`src/rtl/pipe_hazard_ctrl_if.sv`:
```
`default_nettype none
// ============================================================================
//  Module      : pipe_hazard_ctrl_if
//  Description : Signal bundle between the decode stage and the hazard,
//                forwarding and interrupt controller.
//                master : decode side, drives decoded fields and events,
//                         receives operand selects, stall/flush and IRQ state.
//                slave  : the controller itself.
//                Decode -> controller : issue_valid, rs1, rs2, rd, rd_we,
//                                       is_load, pc_in, jump_taken, iret,
//                                       interrupt
//                Controller -> decode : fwd_sel_a, fwd_sel_b, stall, flush,
//                                       irq_take, irq_vec, epc, irq_en
//  Revision    : 1.0 - initial release
// ============================================================================
interface pipe_hazard_ctrl_if #(
    parameter int REG_AW = 5,
    parameter int ADDR_W = 16,
    parameter int SEL_W  = 2
);
    logic              issue_valid;
    logic [REG_AW-1:0] rs1;
    logic [REG_AW-1:0] rs2;
    logic [REG_AW-1:0] rd;
    logic              rd_we;
    logic              is_load;
    logic [ADDR_W-1:0] pc_in;
    logic              jump_taken;
    logic              iret;
    logic              interrupt;

    logic [SEL_W-1:0]  fwd_sel_a;
    logic [SEL_W-1:0]  fwd_sel_b;
    logic              stall;
    logic              flush;
    logic              irq_take;
    logic [ADDR_W-1:0] irq_vec;
    logic [ADDR_W-1:0] epc;
    logic              irq_en;

    modport master (
        output issue_valid, rs1, rs2, rd, rd_we, is_load, pc_in,
               jump_taken, iret, interrupt,
        input  fwd_sel_a, fwd_sel_b, stall, flush, irq_take,
               irq_vec, epc, irq_en
    );

    modport slave (
        input  issue_valid, rs1, rs2, rd, rd_we, is_load, pc_in,
               jump_taken, iret, interrupt,
        output fwd_sel_a, fwd_sel_b, stall, flush, irq_take,
               irq_vec, epc, irq_en
    );
endinterface
`default_nettype wire

```
`src/rtl/pipe_hazard_ctrl.sv`:
```
`default_nettype none
// ============================================================================
//  Module      : pipe_hazard_ctrl
//  Description : Hazard, forwarding and precise-interrupt controller that
//                sits beside the decode stage of the pipelined MIPS core.
//                A DEPTH-entry scoreboard tracks the destination of every
//                instruction in the downstream stages (1 = EX, 2 = DM,
//                3 = WB for the default depth). From it the controller
//                derives per-operand forwarding selects, load-use stalls,
//                and together with jump resolution and the edge-detected
//                external interrupt, the decode flush and interrupt take.
//  Ports       : clk, reset        - clock, synchronous active-high reset
//                bus (slave)       - decoded fields in; selects, stall,
//                                    flush, irq_take, irq_vec, epc,
//                                    irq_en out
//  Revision    : 1.0 - initial release
// ============================================================================
module pipe_hazard_ctrl #(
    parameter int                REG_AW     = 5,
    parameter int                ADDR_W     = 16,
    parameter int                DEPTH      = 3,
    parameter int                LOAD_STAGE = 2,
    parameter logic [ADDR_W-1:0] IRQ_VEC    = 16'h0040,
    parameter int                SEL_W      = $clog2(DEPTH + 1)
) (
    input  wire logic         clk,
    input  wire logic         reset,
    pipe_hazard_ctrl_if.slave bus
);

    // ------------------------------------------------------------------
    // Scoreboard. Index k holds stage k+1; index 0 is the youngest (EX).
    // ------------------------------------------------------------------
    logic [DEPTH-1:0]             r_sb_valid;
    logic [DEPTH-1:0]             r_sb_we;
    logic [DEPTH-1:0]             r_sb_load;
    logic [DEPTH-1:0][REG_AW-1:0] r_sb_rd;

    // Interrupt state
    logic              r_int_hist;
    logic              r_irq_pending;
    logic [ADDR_W-1:0] r_epc;
    logic              r_irq_en;

    // Combinational decisions
    logic [1:0][REG_AW-1:0] w_rs;
    logic [1:0][SEL_W-1:0]  w_sel;
    logic [1:0]             w_load_hazard;
    logic                   w_stall;
    logic                   w_irq_take;
    logic                   w_flush;
    logic                   w_accept;
    logic                   w_int_edge;

    assign w_rs[0] = bus.rs1;
    assign w_rs[1] = bus.rs2;

    // ------------------------------------------------------------------
    // Per-operand producer search. Scanning from the oldest stage down to
    // the youngest lets the last hit win, so the youngest producer is
    // selected when several in-flight instructions target the same rd.
    // The load/early flags travel with the hit so the stall decision
    // refers to exactly the entry being forwarded from.
    // ------------------------------------------------------------------
    for (genvar op = 0; op < 2; op++) begin : g_operand
        logic [SEL_W-1:0] w_sel_op;
        logic             w_hit_load;
        logic             w_hit_early;

        always_comb begin
            w_sel_op    = '0;
            w_hit_load  = 1'b0;
            w_hit_early = 1'b0;
            for (int k = DEPTH - 1; k >= 0; k--) begin
                if (r_sb_valid[k] && r_sb_we[k] &&
                    (r_sb_rd[k] == w_rs[op]) && (w_rs[op] != '0)) begin
                    w_sel_op    = SEL_W'(k + 1);
                    w_hit_load  = r_sb_load[k];
                    // Load data only exists from LOAD_STAGE onwards.
                    w_hit_early = ((k + 1) < LOAD_STAGE);
                end
            end
        end

        assign w_sel[op]         = w_sel_op;
        assign w_load_hazard[op] = w_hit_load & w_hit_early;
    end

    // ------------------------------------------------------------------
    // Stall / interrupt / flush decisions
    // ------------------------------------------------------------------
    assign w_stall    = bus.issue_valid & (|w_load_hazard);

    // A taken jump owns this cycle; a pending interrupt waits for the next
    // eligible instruction so the saved PC is always a real instruction.
    assign w_irq_take = r_irq_pending & r_irq_en & bus.issue_valid &
                        ~w_stall & ~bus.jump_taken;

    assign w_flush    = bus.jump_taken | w_irq_take;

    // Only a decoded, non-stalled, non-flushed instruction proceeds.
    assign w_accept   = bus.issue_valid & ~w_stall & ~w_flush;

    assign w_int_edge = bus.interrupt & ~r_int_hist;

    // ------------------------------------------------------------------
    // Scoreboard shift. The downstream pipe never stalls, so entries
    // advance every cycle and the oldest falls off the end.
    // ------------------------------------------------------------------
    always_ff @(posedge clk) begin
        if (reset) begin
            r_sb_valid <= '0;
            r_sb_we    <= '0;
            r_sb_load  <= '0;
            r_sb_rd    <= '0;
        end else begin
            for (int k = DEPTH - 1; k >= 1; k--) begin
                r_sb_valid[k] <= r_sb_valid[k-1];
                r_sb_we[k]    <= r_sb_we[k-1];
                r_sb_load[k]  <= r_sb_load[k-1];
                r_sb_rd[k]    <= r_sb_rd[k-1];
            end
            r_sb_valid[0] <= w_accept;
            // Writes to r0 are discarded so they never create a hazard.
            r_sb_we[0]    <= w_accept & bus.rd_we & (bus.rd != '0);
            r_sb_load[0]  <= w_accept & bus.is_load;
            r_sb_rd[0]    <= bus.rd;
        end
    end

    // ------------------------------------------------------------------
    // Interrupt edge detect, pending latch, EPC and enable
    // ------------------------------------------------------------------
    always_ff @(posedge clk) begin
        if (reset) begin
            r_int_hist    <= 1'b0;
            r_irq_pending <= 1'b0;
            r_epc         <= '0;
            r_irq_en      <= 1'b1;
        end else begin
            r_int_hist <= bus.interrupt;

            // No queueing: further edges while pending are absorbed, and
            // a take always clears the single pending request.
            if (w_irq_take) begin
                r_irq_pending <= 1'b0;
            end else if (w_int_edge) begin
                r_irq_pending <= 1'b1;
            end

            if (w_irq_take) begin
                r_epc    <= bus.pc_in;
                r_irq_en <= 1'b0;
            end else if (bus.iret && w_accept) begin
                r_irq_en <= 1'b1;
            end
        end
    end

    // ------------------------------------------------------------------
    // Outputs
    // ------------------------------------------------------------------
    assign bus.fwd_sel_a = w_sel[0];
    assign bus.fwd_sel_b = w_sel[1];
    assign bus.stall     = w_stall;
    assign bus.flush     = w_flush;
    assign bus.irq_take  = w_irq_take;
    assign bus.irq_vec   = IRQ_VEC;
    assign bus.epc       = r_epc;
    assign bus.irq_en    = r_irq_en;

endmodule
`default_nettype wire
```
`src/flat_wrapper.sv`:
```
// flat-port wrapper written by rule: the top's interface ports become plain ports
module pipe_hazard_ctrl_flat 
#(
    parameter int                REG_AW     = 5,
    parameter int                ADDR_W     = 16,
    parameter int                DEPTH      = 3,
    parameter int                LOAD_STAGE = 2,
    parameter logic [ADDR_W-1:0] IRQ_VEC    = 16'h0040,
    parameter int                SEL_W      = $clog2(DEPTH + 1)
)
  (clk, reset, bus_issue_valid, bus_rs1, bus_rs2, bus_rd, bus_rd_we, bus_is_load, bus_pc_in, bus_jump_taken, bus_iret, bus_interrupt, bus_fwd_sel_a, bus_fwd_sel_b, bus_stall, bus_flush, bus_irq_take, bus_irq_vec, bus_epc, bus_irq_en);
  pipe_hazard_ctrl_if #(.REG_AW(REG_AW), .ADDR_W(ADDR_W), .SEL_W(SEL_W)) bus_i ();
  input  wire logic clk;
  input  wire logic reset;
  input wire logic [$bits(bus_i.issue_valid)-1:0] bus_issue_valid;
  input wire logic [$bits(bus_i.rs1)-1:0] bus_rs1;
  input wire logic [$bits(bus_i.rs2)-1:0] bus_rs2;
  input wire logic [$bits(bus_i.rd)-1:0] bus_rd;
  input wire logic [$bits(bus_i.rd_we)-1:0] bus_rd_we;
  input wire logic [$bits(bus_i.is_load)-1:0] bus_is_load;
  input wire logic [$bits(bus_i.pc_in)-1:0] bus_pc_in;
  input wire logic [$bits(bus_i.jump_taken)-1:0] bus_jump_taken;
  input wire logic [$bits(bus_i.iret)-1:0] bus_iret;
  input wire logic [$bits(bus_i.interrupt)-1:0] bus_interrupt;
  output wire logic [$bits(bus_i.fwd_sel_a)-1:0] bus_fwd_sel_a;
  output wire logic [$bits(bus_i.fwd_sel_b)-1:0] bus_fwd_sel_b;
  output wire logic [$bits(bus_i.stall)-1:0] bus_stall;
  output wire logic [$bits(bus_i.flush)-1:0] bus_flush;
  output wire logic [$bits(bus_i.irq_take)-1:0] bus_irq_take;
  output wire logic [$bits(bus_i.irq_vec)-1:0] bus_irq_vec;
  output wire logic [$bits(bus_i.epc)-1:0] bus_epc;
  output wire logic [$bits(bus_i.irq_en)-1:0] bus_irq_en;
  assign bus_i.issue_valid = bus_issue_valid;
  assign bus_i.rs1 = bus_rs1;
  assign bus_i.rs2 = bus_rs2;
  assign bus_i.rd = bus_rd;
  assign bus_i.rd_we = bus_rd_we;
  assign bus_i.is_load = bus_is_load;
  assign bus_i.pc_in = bus_pc_in;
  assign bus_i.jump_taken = bus_jump_taken;
  assign bus_i.iret = bus_iret;
  assign bus_i.interrupt = bus_interrupt;
  assign bus_fwd_sel_a = bus_i.fwd_sel_a;
  assign bus_fwd_sel_b = bus_i.fwd_sel_b;
  assign bus_stall = bus_i.stall;
  assign bus_flush = bus_i.flush;
  assign bus_irq_take = bus_i.irq_take;
  assign bus_irq_vec = bus_i.irq_vec;
  assign bus_epc = bus_i.epc;
  assign bus_irq_en = bus_i.irq_en;
  pipe_hazard_ctrl #(.REG_AW(REG_AW), .ADDR_W(ADDR_W), .DEPTH(DEPTH), .LOAD_STAGE(LOAD_STAGE), .IRQ_VEC(IRQ_VEC), .SEL_W(SEL_W)) u_core (.clk(clk), .reset(reset), .bus(bus_i));
endmodule
```
`config.mk`:
```
export PLATFORM = sky130hd
export DESIGN_NAME = pipe_hazard_ctrl_flat
export DESIGN_NICKNAME = d
export VERILOG_FILES = /design/src/rtl/pipe_hazard_ctrl_if.sv /design/src/rtl/pipe_hazard_ctrl.sv /design/src/flat_wrapper.sv
export SDC_FILE = /design/constraint.sdc
export NUM_CORES = 1
export LEC_CHECK = 0
export CAP_MARGIN = 40
export CORE_ASPECT_RATIO = 1.4
export CORE_MARGIN = 10
export CORE_UTILIZATION = 40
export CTS_CLUSTER_DIAMETER = 60
export DETAILED_ROUTE_END_ITERATION = 12
export HOLD_SLACK_MARGIN = 0.1
export PLACE_DENSITY = 0.74
export REMOVE_ABC_BUFFERS = 1
export SYNTH_ARGS = -nofsm -noshare
export SYNTH_HDL_FRONTEND = slang
export SYNTH_SLANG_ARGS = --single-unit
```
`constraint.sdc`:
```
create_clock -name clk -period 2.37 [get_ports clk]
set_clock_uncertainty 0.05 [all_clocks]
set_input_delay 0.3555 -clock clk [delete_from_list [all_inputs] [get_ports clk]]
set_output_delay 0.3555 -clock clk [all_outputs]
set_load 0.01 [all_outputs]
```
**Word level (Yosys, flattened, before mapping)**

Cells that the tools add are included.

- Word-level logic and storage cells: 72
- Output and inout port bits: 40
- Flip-flop bits (word level): 43

- Multiplexer cells: 16
- Equality and inequality tests: 6
- Reduce and logical (&&, ||, !) cells: 22
- Bitwise logic cells: 18

Operators with widths:

| cell | count |
|---|---|
| 5-bit equality test | 6 |
| 1-bit logical AND | 16 |
| 5-bit nonzero test | 3 |
| 1-bit bitwise AND | 13 |
| 2-bit 2-to-1 mux | 6 |
| 1-bit 2-to-1 mux | 10 |
| 1-bit NOT | 4 |
| 2-bit OR reduction | 2 |
| 2-bit nonzero test | 1 |
| 1-bit OR | 1 |

**Logic depth before layout (Yosys ltp)**

- Word-level depth: 18
- Mapped depth: 8

**Least setup slack after synthesis**

Ideal clock, no wire load.

- Path type: input-to-output
- Start: input bus_rs2[1]
- End: output bus_irq_take
- Required time: 1.964 ns
- Cell stages on the path: 7
- Data arrival time: 1.736 ns
- Path slack: 0.228 ns
- Cells stage by stage: or4_1 -> nor2_2 -> nor3_1 -> o21ai_4 -> and3_1 -> buf_6 -> buf_12

- Longest elaborated chain between the ends: 12

RTL lines:

| item | RTL line | RTL |
|---|---|---|
| start, declared | flat_wrapper.sv:17 | `input wire logic [$bits(bus_i.rs2)-1:0] bus_rs2;` |
| 5-bit equality test | pipe_hazard_ctrl.sv:76 | `(r_sb_rd[k] == w_rs[op]) && (w_rs[op] != '0)) begin` |
| 1-bit logical AND | pipe_hazard_ctrl.sv:75 | `if (r_sb_valid[k] && r_sb_we[k] &&` |
| 1-bit logical AND | pipe_hazard_ctrl.sv:76 |  |
| 1-bit 2-to-1 mux (3 in series) | pipe_hazard_ctrl.sv:75 |  |
| 1-bit bitwise AND (*) | pipe_hazard_ctrl.sv:86 | `assign w_load_hazard[op] = w_hit_load & w_hit_early;` |
| 2-bit OR reduction (*) | pipe_hazard_ctrl.sv:92 | `assign w_stall = bus.issue_valid & (\|w_load_hazard);` |
| 1-bit bitwise AND (*) | pipe_hazard_ctrl.sv:92 |  |
| 1-bit NOT (*) | pipe_hazard_ctrl.sv:97 | `~w_stall & ~bus.jump_taken;` |
| 1-bit bitwise AND (*) | pipe_hazard_ctrl.sv:96 | `assign w_irq_take = r_irq_pending & r_irq_en & bus.issue_valid &` |
| 1-bit bitwise AND (*) | pipe_hazard_ctrl.sv:97 |  |
| end, declared | flat_wrapper.sv:29 | `output wire logic [$bits(bus_i.irq_take)-1:0] bus_irq_take;` |

Mark *: on every way between the ends. The rest lies on a longest branch, timed or not.

**Worst setup path after layout**

- Start: input bus_rs2[2]
- End: output bus_irq_take

Same word-level chain as after synthesis.

==> metrics.md <==
| Metric | Value |
|---|---|
| Status | complete, no violations |
| Die span in x | 80.18 um |
| Count of cells along the worst register-to-register path | 8 |
| Clk root buf | clkbuf_8 |
| Critical setup path kind | in -> out |
| Final net count | 329 |
| Tcrit/Tclk final | 97.74% |
| Hold WC Path Type | reg -> reg |
| Worst-skew pair later-pin latency | 0.29 ns |
| Synth Register Bits | 41 |
| Largest net degree at the start of global routing | 42 |
| Share of post-route cells with drive strength above 1 | 18.21% |
| DR vias/cell | 4.611 |
| Num CTS Buffers | 5 |
| Dpl cells | 343 |
| Most frequent cell after synthesis | dfxtp_1 |
| GP Congestion | 0.8465 |
| Cell depth of the worst min-delay path | 1 |
| RSZ-0062 raised after global routing | no |
| CTS Buffer Depth | 2 |
| Global-route wire length before repair | 8217 um |
| Port bufs | 62 |
| CTS clk-pin slew, worst paths | 0.07 ns |
| Post-DRT Antenna Nets | 0 |
| Ys async rst share | 0% |
| Max Cap Viol | 0 |
| Filler instances | 457 |
| Drt wl/cell | 14.54 um |
| CP Max Fanout | 3 |
| Area delta synth->final | 44.05% |
| Pwr dens | 482.8 mW/mm^2 |
| Detailed Route WL | 5161 um |
| Ys Warns | 0 |
| Number of flops mapped to enable cells by yosys | 0 |
| Area leader, netlist | dfxtp_1 |
| Via Count | 1,637 |
| Initial Util | 41.56% |
| Mapped Cells | 209 |
| Row cnt | 30 |
| Peak supply drop | 0.0003735 V |
| CP endpoint kind | output pin |
| Diode count | 0 |
| Post-DP HPWL | 3926 um |
| Post-layout min period | 2.316 ns |
| Non-Filler Instances | 355 |
| Core area | 0.004880 mm^2 |
| Top cell type's share of synthesized area | 40.47% |
| Die H | 104.3 um |
| H-Tree Level Count | 2 |
| Fmax | 431.7 MHz |
| Most instantiated cells after synthesis | 41 x dfxtp_1, 34 x nand2b_1, 26 x xnor2_1 |
| Ports | 79 |
| GRT Util Overall | 12.19% |
| P_leak | 1.116 nW |
| Remaining DRCs | 0 |
| Critical path arrival | 1.91 ns |
| Sequential fraction of the synthesis area | 40.47% |
| Congestion Overflow GR | 0 |
| Mapped Area | 0.002028 mm^2 |
| Pre-Repair DR Iteration Count | 4 |
| Final core utilization | 59.87% |
| Synth Flop Type | dfxtp_1 |
| Vias in the first global route | 1,769 |
| Mean post-synth cell area | 9.704 um^2 |
| WP data required | 1.96 ns |
| Distinct cells, synth | 31 |
| Starting DRT DRC Count | 48 |
| Final setup violation count | 0 |
| Die area | 0.008359 mm^2 |
| Fin. Hold Viols | 0 |
| Worst setup SP type | input pin |
| CTS tree | built |
| Top cells by area, synth | dfxtp_1 40%, xnor2_1 11%, nand2b_1 10%, mux2i_1 7.9%, nor2b_1 6.2% |
| Slew Viols, Final | 0 |
| CTS Sinks | 41 |
| Antenna violations before repair | 0 |
## routing by layer
metal  global-route usage, %  vias to the layer above  wire [um]
met2                   19.01                       76       2273
met1                   12.87                      739       2106
met4                   4.040                        0         79
li1                        -                      815          -
met5                       0                        -          0
met3                   7.872                        7        701
## kinds of logic (layout without fill, tap and decap cells)
family	after synthesis	count (layout)	synth area share [%]
compound gates	9	9	3.269
mux	16	16	7.896
simple gates	85	85	26.03
buf+inv	26	94	9.007
flops	41	41	40.47
xor+xnor	30	30	12.95
other cells	2	16	0.3703
## report_power, final
part / switching [mW] / internal [mW]
registers: 0.0180 / 0.712
logic: 0.102 / 0.144
clock network: 0.225 / 0.209
total: 0.345 / 1.07
## final timing paths
check	slack [ns]	startpoint	end
setup reg to reg	0.48	u_core.r_sb_rd[4]	u_core.bus.epc[3]
hold reg to reg	0.42	u_core.r_sb_valid[1]	u_core.r_sb_valid[2]
setup / recovery	0.05	bus_rs2[2]	bus_irq_take
hold / removal	0.42	u_core.r_sb_valid[1]	u_core.r_sb_valid[2]
## per-stage QoR
step	area [um^2]	setup slack, ns	total power [mW]	setup TNS (ns)	hold WS (ns)
2_1_floorplan	1906	-0.05160	0.8414	-0.2841	0.3771
3_3_place_gp	2741	-0.5655	0.9796	-7.824	0.4015
3_5_place_dp	2741	-0.5659	0.9824	-8.143	0.4099
4_1_cts	2907	0.002681	1.427	0	0.4198
5_1_grt	2922	0.001177	1.483	0	0.4429
6_report	2922	0.05352	1.411	0	0.4166
## state kept, by name, indices dropped and copies added, names as in the netlist
signal,flops
u_core.bus.irq_en,1
u_core.r_sb_we,3
u_core.r_sb_valid,3
u_core.r_irq_pending,1
u_core.r_sb_load,1
u_core.r_int_hist,1
u_core.r_sb_rd,15
u_core.bus.epc,16
## cell usage in the layout, fill, tap and decap left out, types with 3 or more instances in the layout
| master | synthesis | routed |
|---|---|---|
| clkbuf_1 | 5 | 3 |
| conb_1 | 2 | 16 |
| xnor2_1 | 26 | 20 |
| or4_4 | 0 | 4 |
| nand2b_1 | 34 | 33 |
| clkdlybuf4s15_1 | 0 | 3 |
| buf_4 | 16 | 18 |
| xnor2_2 | 0 | 6 |
| a21oi_1 | 3 | 3 |
| xor2_1 | 4 | 4 |
| dfxtp_1 | 41 | 41 |
| clkbuf_2 | 0 | 3 |
| nand2_1 | 3 | 3 |
| buf_6 | 1 | 5 |
| clkbuf_8 | 0 | 5 |
| mux2i_1 | 16 | 16 |
| dlygate4sd2_1 | 0 | 5 |
| buf_2 | 1 | 4 |
| or4_1 | 7 | 3 |
| nand4_1 | 6 | 6 |
| nor2b_1 | 20 | 20 |
| clkdlybuf4s50_1 | 0 | 45 |
## layout make-up
class                           count  area, um^2  share of cell area, %
Clock buffer                        8       80.08                  2.741
Multi-Input combinational cell    156        1171                  40.09
Inverter                            2       7.507                 0.2570
Tap cell                           64       80.08                  2.741
Timing Repair Buffer               84       762.0                  26.08
Sequential cell                    41       820.8                  28.09
## what timing repair did
item,4_1_cts,5_1_grt
resized for setup,55,9
pin swaps,11,6
hold buffers,0,0
setup buffers,2,2
endpoints found under the setup margin,8,7
## critical path: stages
cell and delay (ns):
dlygate4sd2_1 0.25, or4_4 0.55, nor2_4 0.16, nor3_2 0.08, o21ai_4 0.20, and3_4 0.22, buf_6 0.10
Note: power is estimated with default switching activity, not from simulation.
